===== config.mk =====
export PLATFORM = sky130hd
export DESIGN_NAME = turf_udp_port_demux
export DESIGN_NICKNAME = d
export VERILOG_FILES = /design/src/rtl/turf_udp_port_demux.sv
export SDC_FILE = /design/constraint.sdc
export NUM_CORES = 1
export LEC_CHECK = 0
export CORE_AREA = 2 2 295 297
export DETAILED_ROUTE_END_ITERATION = 8
export DIE_AREA = 0 0 297 299
export PLACE_DENSITY_LB_ADDON = 0.3
export SKIP_CTS_REPAIR_TIMING = 1
export SLEW_MARGIN = 15
export SYNTH_ARGS = -nofsm -noshare
export SYNTH_HDL_FRONTEND = slang
export SYNTH_SLANG_ARGS = --single-unit

===== constraint.sdc =====
create_clock -name clk -period 3.16 [get_ports clk]
set_clock_uncertainty 0.05 [all_clocks]
set_input_delay 0.948 -clock clk [delete_from_list [all_inputs] [get_ports clk]]
set_output_delay 0.948 -clock clk [all_outputs]
set_load 0.005 [all_outputs]

===== src/rtl/turf_udp_port_demux.sv =====
// Receive-side UDP dispatcher: steers each datagram's header and payload to the
// service output whose port number matches its destination, draining unknown ports.
module turf_udp_port_demux #(
    parameter int unsigned             NUM_PORTS = 4,
    parameter logic [NUM_PORTS*16-1:0] PORT_LIST = {16'd21618, 16'd21603, 16'd21600, 16'd21347}
) (
    input  logic                    clk,
    input  logic                    rst_n,
    input  logic [63:0]             s_udphdr_tdata,
    input  logic [15:0]             s_udphdr_tdest,
    input  logic                    s_udphdr_tvalid,
    output logic                    s_udphdr_tready,
    input  logic [63:0]             s_udpdata_tdata,
    input  logic [7:0]              s_udpdata_tkeep,
    input  logic                    s_udpdata_tlast,
    input  logic                    s_udpdata_tvalid,
    output logic                    s_udpdata_tready,
    output logic [64*NUM_PORTS-1:0] m_hdr_tdata,
    output logic [NUM_PORTS-1:0]    m_hdr_tvalid,
    input  logic [NUM_PORTS-1:0]    m_hdr_tready,
    output logic [64*NUM_PORTS-1:0] m_data_tdata,
    output logic [8*NUM_PORTS-1:0]  m_data_tkeep,
    output logic [NUM_PORTS-1:0]    m_data_tlast,
    output logic [NUM_PORTS-1:0]    m_data_tvalid,
    input  logic [NUM_PORTS-1:0]    m_data_tready,
    output logic [31:0]             drop_count
);

    localparam int unsigned HDR_W  = 64;
    localparam int unsigned PORT_W = 16;
    localparam int unsigned CNT_W  = 32;
    localparam int unsigned SEL_W  = (NUM_PORTS > 1) ? $clog2(NUM_PORTS) : 1;

    typedef enum logic [1:0] {
        ST_IDLE,
        ST_HDR,
        ST_DATA,
        ST_DROP
    } state_e;

    state_e             state_q, state_d;
    logic [SEL_W-1:0]   sel_q, sel_d;
    logic [HDR_W-1:0]   hdr_q, hdr_d;
    logic [CNT_W-1:0]   drop_q, drop_d;
    logic               hdr_rdy_q, hdr_rdy_d;
    logic               hit;
    logic [SEL_W-1:0]   hit_idx;

    // Parallel port match; scanning downward leaves the lowest matching index.
    always_comb begin
        hit     = 1'b0;
        hit_idx = '0;
        for (int i = int'(NUM_PORTS) - 1; i >= 0; i--) begin
            if (s_udphdr_tdest == PORT_LIST[PORT_W*i +: PORT_W]) begin
                hit     = 1'b1;
                hit_idx = SEL_W'(i);
            end
        end
    end

    always_ff @(posedge clk or negedge rst_n) begin
        if (!rst_n) begin
            state_q   <= ST_IDLE;
            sel_q     <= '0;
            hdr_q     <= '0;
            drop_q    <= '0;
            hdr_rdy_q <= 1'b0;
        end else begin
            state_q   <= state_d;
            sel_q     <= sel_d;
            hdr_q     <= hdr_d;
            drop_q    <= drop_d;
            hdr_rdy_q <= hdr_rdy_d;
        end
    end

    always_comb begin
        state_d          = state_q;
        sel_d            = sel_q;
        hdr_d            = hdr_q;
        drop_d           = drop_q;
        s_udpdata_tready = 1'b0;
        m_hdr_tvalid     = '0;
        m_data_tvalid    = '0;

        case (state_q)
            ST_IDLE: begin
                if (s_udphdr_tvalid && hdr_rdy_q) begin
                    hdr_d = s_udphdr_tdata;
                    if (hit) begin
                        sel_d   = hit_idx;
                        state_d = ST_HDR;
                    end else begin
                        state_d = ST_DROP;
                        if (drop_q != '1) begin
                            drop_d = drop_q + CNT_W'(1);
                        end
                    end
                end
            end
            ST_HDR: begin
                m_hdr_tvalid[sel_q] = 1'b1;
                if (m_hdr_tready[sel_q]) begin
                    state_d = ST_DATA;
                end
            end
            ST_DATA: begin
                m_data_tvalid[sel_q] = s_udpdata_tvalid;
                s_udpdata_tready     = m_data_tready[sel_q];
                if (s_udpdata_tvalid && m_data_tready[sel_q] && s_udpdata_tlast) begin
                    state_d = ST_IDLE;
                end
            end
            ST_DROP: begin
                s_udpdata_tready = 1'b1;
                if (s_udpdata_tvalid && s_udpdata_tlast) begin
                    state_d = ST_IDLE;
                end
            end
            default: state_d = ST_IDLE;
        endcase

        hdr_rdy_d = (state_d == ST_IDLE);
    end

    // Payload fields fan out to every lane; only the selected lane's tvalid qualifies them.
    assign m_hdr_tdata     = {NUM_PORTS{hdr_q}};
    assign m_data_tdata    = {NUM_PORTS{s_udpdata_tdata}};
    assign m_data_tkeep    = {NUM_PORTS{s_udpdata_tkeep}};
    assign m_data_tlast    = {NUM_PORTS{s_udpdata_tlast}};
    assign s_udphdr_tready = hdr_rdy_q;
    assign drop_count      = drop_q;

endmodule


==> results of run 1 <==
==> state kept, by name (all words and copies together) (netlist names) <==
register         cells
hdr_q               64
drop_count          32
s_udphdr_tready      1
state_q              2
sel_q                2
==> metrics by stage <==
| stage | cell area (sq um) | hold slack, ns | utilization | setup slack (ns) |
|---|---|---|---|---|
| global route | 10300 | 0.467 | 0.120 | -0.0576 |
| CTS | 10300 | 0.455 | 0.119 | -0.360 |
| global placement | 9970 | 0.441 | 0.116 | -0.374 |
| detailed placement | 9970 | 0.440 | 0.116 | -0.361 |
| floorplan | 8090 | 0.428 | - | 0.312 |
| finish | 10300 | 0.447 | 0.120 | -0.00761 |
==> routing by layer <==
layer / part of all wire / up-vias
li1: - / 2380
met1: 0.30 / 2485
met2: 0.53 / 520
met3: 0.14 / 65
met4: 0.029 / 4
met5: 0.00065 / -
==> where the power goes <==
part	internal [mW]	switching [mW]	total, mW
Clock	0.558	0.611	1.17
Sequential	1.71	0.774	2.48
Combinational	2.83	1.34	4.17
Total	5.10	2.72	7.82
==> worst max path at each step <==
stage,to,slack [ns],start
floorplan,drop_count[27]$_DFFE_PN0P_,0.31,s_udphdr_tdest[11]
global placement,s_udpdata_tready,-0.37,m_data_tready[3]
detailed placement,s_udpdata_tready,-0.36,m_data_tready[3]
CTS,s_udpdata_tready,-0.36,m_data_tready[3]
global route,s_udpdata_tready,-0.06,m_data_tready[3]
finish,s_udpdata_tready,-0.008,m_data_tready[3]
==> cell families after synthesis <==
family          count (synthesis)
flops                         101
compound gates                 13
mux                             2
simple gates                  306
buf+inv                       509
xor+xnor                       31
fa+ha+maj                       1
==> cell type report <==
class,instances,area (sq um)
Inverter,2,7.51
Sequential cell,101,2530
Timing Repair Buffer,415,4180
Clock buffer,9,225
Fill cell,9916,75700
Tap cell,1155,1450
Multi-Input combinational cell,353,1830
Clock inverter,7,65.1
==> synth_stat cells (3+ instances only) <==
master / n
clkbuf_1: 13
xnor2_1: 27
buf_1: 7
dfrtp_1: 101
nor2_1: 13
nand2b_1: 3
and4_1: 3
and2_1: 7
o21ai_0: 6
buf_4: 484
nor3_1: 3
and3_1: 13
nand3_2: 4
or3_1: 4
nand2_1: 209
nand4_1: 17
nand3b_1: 3
nand3_1: 13
xor2_1: 4
==> flow_summary.toml, run 1 <==
[clock_tree]
cts_tree = "built"
cts_root_buf = "clkbuf_16"
cts_buffer_depth = 2
cts_buffers = 9
htreeDepth = 3
clkLatencyLatePin_ns = 0.38
cts.clk_slew.worst_paths_ns = 0.08
cts_sinks = 101

[synth]
synthAdderAreaFrac = 0.00155
syn-num-nets = 1129
synth_area_per_cell_sq_um = 8.40
synth_compound_area_frac = 0.0104
ys.flop_type = "dfrtp_1"
syn-cell-area_sq_um = 8090
yosys.area.top_type = "buf_4"
async_flop_share = 1.00
ys_warn_count = 0
synth.distinct_cells = 42
synth_edf_count = 0
yosysSeqAreaShare = 0.313
synth-xor-area-share = 0.0336
ys_top_cells_by_area = "buf_4, dfrtp_1, nand2_1"
muxShareOfSynthArea = 0.00557
synth_top_area_frac = 0.449
synth_top_family_by_area = "buffers and inverters"
synth.ff_latch_count = 101
synth_cells = 963
synth-simple-area-share = 0.172

[global_route]
gr-usage-met3 = 0.0498
use_met2 = 0.152
grt_usage = 0.0805
grt.met1_usage = 0.0689
grt_pass1_vias = 5380
grt_start_max_net_pins = 102
antenna_found_initial = 10
grt-ovfl-total = 0
grt_busiest_layer = "met2"
grt_pass1_wl_mm = 49.6

[route]
wire_per_inst_microns = 18.1
dr.pass1.iters = 4
routed_wl_mm = 37.0
vias = 5454
drt_iter0_drc = 223
ant_nets = 0
routed_via_density = 2.67
drcViolationCount = 0

[cells_and_area]
stdcell_count = 2042
final_nets = 1048
final_cell_mix = "clkdlybuf4s50_1, nand2_1, dfrtp_1"
syn2layout_area_growth_pct = 27.0
drive_gt1_frac = 0.0598
mostFrequentLayoutCell = "clkdlybuf4s50_1"
antenna_cells = 0

[worst_setup_path]
rr_startpoint = "drop_count[0]$_DFFE_PN0P_"
rr_worst_depth = 8
path_delay_family = "buffers and inverters"
worstPathArrival_ns = 2.17
slowest_delay_ns = 0.48
worstPathBufferInverterCount = 2
cp_slowest_cell = "mux4_2"
worst_r2r_endpoint = "drop_count[8]$_DFFE_PN0P_"
rrSetupSlack_ns = 0.72
endpoint_kind = "output pin"
start_kind = "primary input"
required_ns = 2.16
cp_num_cells = 5
path_cells = "clkdlybuf4s50_1 -> mux4_2 -> nor2_2 -> nor2b_1 -> dlymetal6s2s_1"
path_class = "in2out"
critPathMaxFanout = 2

[timing]
rsz0062_at_grt = "yes"
worst_pin_slew_ns = 0.647
final-hold-violation-count = 0
relSlewSlack = 0.568
fmax_ghz = 0.316
setup_viol = 1
period_needed_ns = 3.17
drv_slew = 0
tns_ns = -0.00761
fin_crit_sh = 1.00
setup_ws_ns = -0.00761

[placement]
gp_congestion = 0.716
place.detailed.instances = 2026
portBuffers = 394
post-dp-hpwl_mm = 31.9

[floorplanning]
start_util = 0.0941
coreArea_sq_um = 85900
io_pins = 755
die_area_sq_um = 88800
die_w_microns = 297
die_h_microns = 299
rows = 108

[status]
violations = "negative setup slack"
status = "complete, but fails checks"

[pwr]
p_total_mw = 7.82
power-per-cell-area_nw_per_um2 = 761
leakagePower_nw = 4.02
ir_worst_vdd_mv = 0.250

[hold_path]
min_to = "drop_count[27]$_DFFE_PN0P_"
hp-start = "drop_count[27]$_DFFE_PN0P_"
min_path_cells = 1
hp-class = "reg2reg"

[flow_run]
drv_cap = 0
No activity file was read; power rests on OpenSTA's default activity.
==> inputs of run 2 (changes only) <==
--- a/config.mk
+++ b/config.mk
@@ -5,9 +5,11 @@
 export SDC_FILE = /design/constraint.sdc
 export NUM_CORES = 1
 export LEC_CHECK = 0
-export CORE_AREA = 2 2 295 297
+export CELL_PAD_IN_SITES_DETAIL_PLACEMENT = 2
+export CELL_PAD_IN_SITES_GLOBAL_PLACEMENT = 2
+export CORE_AREA = 2 2 298 300
 export DETAILED_ROUTE_END_ITERATION = 8
-export DIE_AREA = 0 0 297 299
+export DIE_AREA = 0 0 300 302
 export PLACE_DENSITY_LB_ADDON = 0.3
 export SKIP_CTS_REPAIR_TIMING = 1
 export SLEW_MARGIN = 15
==> run 2 against run 1 <==
Compared with the run above:
- the run still ends with negative setup slack left
- non-clock buffer count increased by 3
- first-iteration DRC count decreased by 9.0%
- sequential power decreased by 4%
- fmax decreased by 0.77%
- via count decreased by 0.11%
- global-route usage decreased by 1.3 points
- die area increased by 2.0%
- critical path type unchanged
- largest cell class unchanged
- largest power group unchanged
- highest routed layer is now met4
==> flow_summary.toml, run 2 (same netlist as run 1, synthesis figures left out) <==
[timing]
drv_slew = 0
period_needed_ns = 3.19
rsz0062_at_grt = "yes"
relSlewSlack = 0.599
fin_crit_sh = 1.01
fmax_ghz = 0.313
setup_viol = 1
tns_ns = -0.0320
final-hold-violation-count = 0
setup_ws_ns = -0.0320
worst_pin_slew_ns = 0.598

[pwr]
internal_power_mw = 5.21
power_switching_mw = 2.77
p_sw_frac = 0.347
p_total_mw = 7.99
leakagePower_nw = 4.03
power-per-cell-area_nw_per_um2 = 773
p_clk_frac = 0.161
p_comb_frac = 0.540
pwr-share-seq = 0.299
ir_worst_vdd_mv = 0.237

[route]
ant_nets = 0
routed_via_density = 2.65
vias = 5448
wire_per_inst_microns = 15.8
dr.pass1.iters = 4
routed_wl_mm = 32.5
drt_iter0_drc = 203
drcViolationCount = 0

[cells_and_area]
final_nets = 1051
n_fill_cell = 10200
final_util = 0.118
mostFrequentLayoutCell = "clkdlybuf4s50_1"
largest-register = "hdr_q"
postLayoutCellArea_sq_um = 10300
largest_reg_flops = 64
antenna_cells = 0
final_cell_mix = "clkdlybuf4s50_1, nand2_1, dfrtp_1"
syn2layout_area_growth_pct = 27.8
drive_gt1_frac = 0.0674

[placement]
post-dp-hpwl_mm = 26.7
gp_congestion = 0.702
portBuffers = 394
dpl-instance-area_sq_um = 9980
place_ws_ns = -0.493

[floorplanning]
die_h_microns = 302
die_area_sq_um = 90600
start_util = 0.0924
rows = 109
io_pins = 755
die_w_microns = 300
coreArea_sq_um = 87600

[flow_run]
drv_cap = 0

[global_route]
antenna_found_initial = 3
grt_pass1_vias = 5796
grt_pass1_wl_mm = 44.4
grt_start_max_net_pins = 68
grt_usage = 0.0679
grt-ovfl-total = 0

[clock_tree]
cts_tree = "built"
cts_buffer_depth = 2
cts_root_buf = "clkbuf_16"
clkLatencyLatePin_ns = 0.38
htreeDepth = 3
cts_sinks = 101
cts.clk_slew.worst_paths_ns = 0.09
cts_buffers = 9

[worst_setup_path]
worstPathArrival_ns = 2.19
required_ns = 2.16
critPathMaxFanout = 2
start_kind = "primary input"
endpoint_kind = "output pin"
path_class = "in2out"

[hold_path]
hp-class = "reg2reg"

[status]
violations = "negative setup slack"
status = "complete, but fails checks"
run 2: cell type report:
class / instances / area [sq um] / share of cell area
Timing Repair Buffer: 418 / 4190 / 0.406
Sequential cell: 101 / 2530 / 0.245
Multi-Input combinational cell: 353 / 1830 / 0.177
Tap cell: 1165 / 1460 / 0.141
Clock buffer: 9 / 225 / 0.0218
Clock inverter: 7 / 92.6 / 0.00896
Inverter: 2 / 7.51 / 0.000726
run 2: path summary, 6_finish.rpt:
check / startpoint / end / slack (ns) / cells past startpoint
setup / recovery: m_data_tready[2] / s_udpdata_tready / -0.03 / 5
hold / removal: drop_count[27]$_DFFE_PN0P_ / drop_count[27]$_DFFE_PN0P_ / 0.45 / 1
setup reg to reg: drop_count[0]$_DFFE_PN0P_ / drop_count[12]$_DFFE_PN0P_ / 0.73 / 8
hold reg to reg: drop_count[27]$_DFFE_PN0P_ / drop_count[27]$_DFFE_PN0P_ / 0.45 / 1
max in group asynchronous: rst_n / drop_count[5]$_DFFE_PN0P_ / 1.98 / 2
min in group asynchronous: rst_n / hdr_q[31]$_DFFE_PN0P_ / 0.46 / 1
run 2: metal layers:
metal,up-vias,share of wire,GRT usage
met2,356,0.50,0.119
met3,109,0.11,0.0262
met1,2607,0.35,0.0712
met4,0,0.039,0.0324
met5,-,0,0
li1,2376,-,-
run 2: power by group through the flow:
stage | registers, mW | logic [mW] | clock network, mW
floorplan | 2.22 | 2.59 | 0
global placement | 2.42 | 4.39 | 0
detailed placement | 2.46 | 4.44 | 0
CTS | 2.44 | 4.45 | 1.39
global route | 2.50 | 4.67 | 1.42
finish | 2.39 | 4.32 | 1.28
run 2: through the flow:
stage               instances  hold slack, ns
floorplan                 963           0.428
global placement         2037           0.446
detailed placement       2037           0.442
CTS                      2053           0.430
global route             2055           0.451
finish                   2055           0.449
run 2: worst max-delay path, stage by stage:
cell and delay [ns]:
clkdlybuf4s50_1 0.40, mux4_2 0.50, nor2_4 0.12, nor2b_2 0.07, dlymetal6s2s_1 0.16
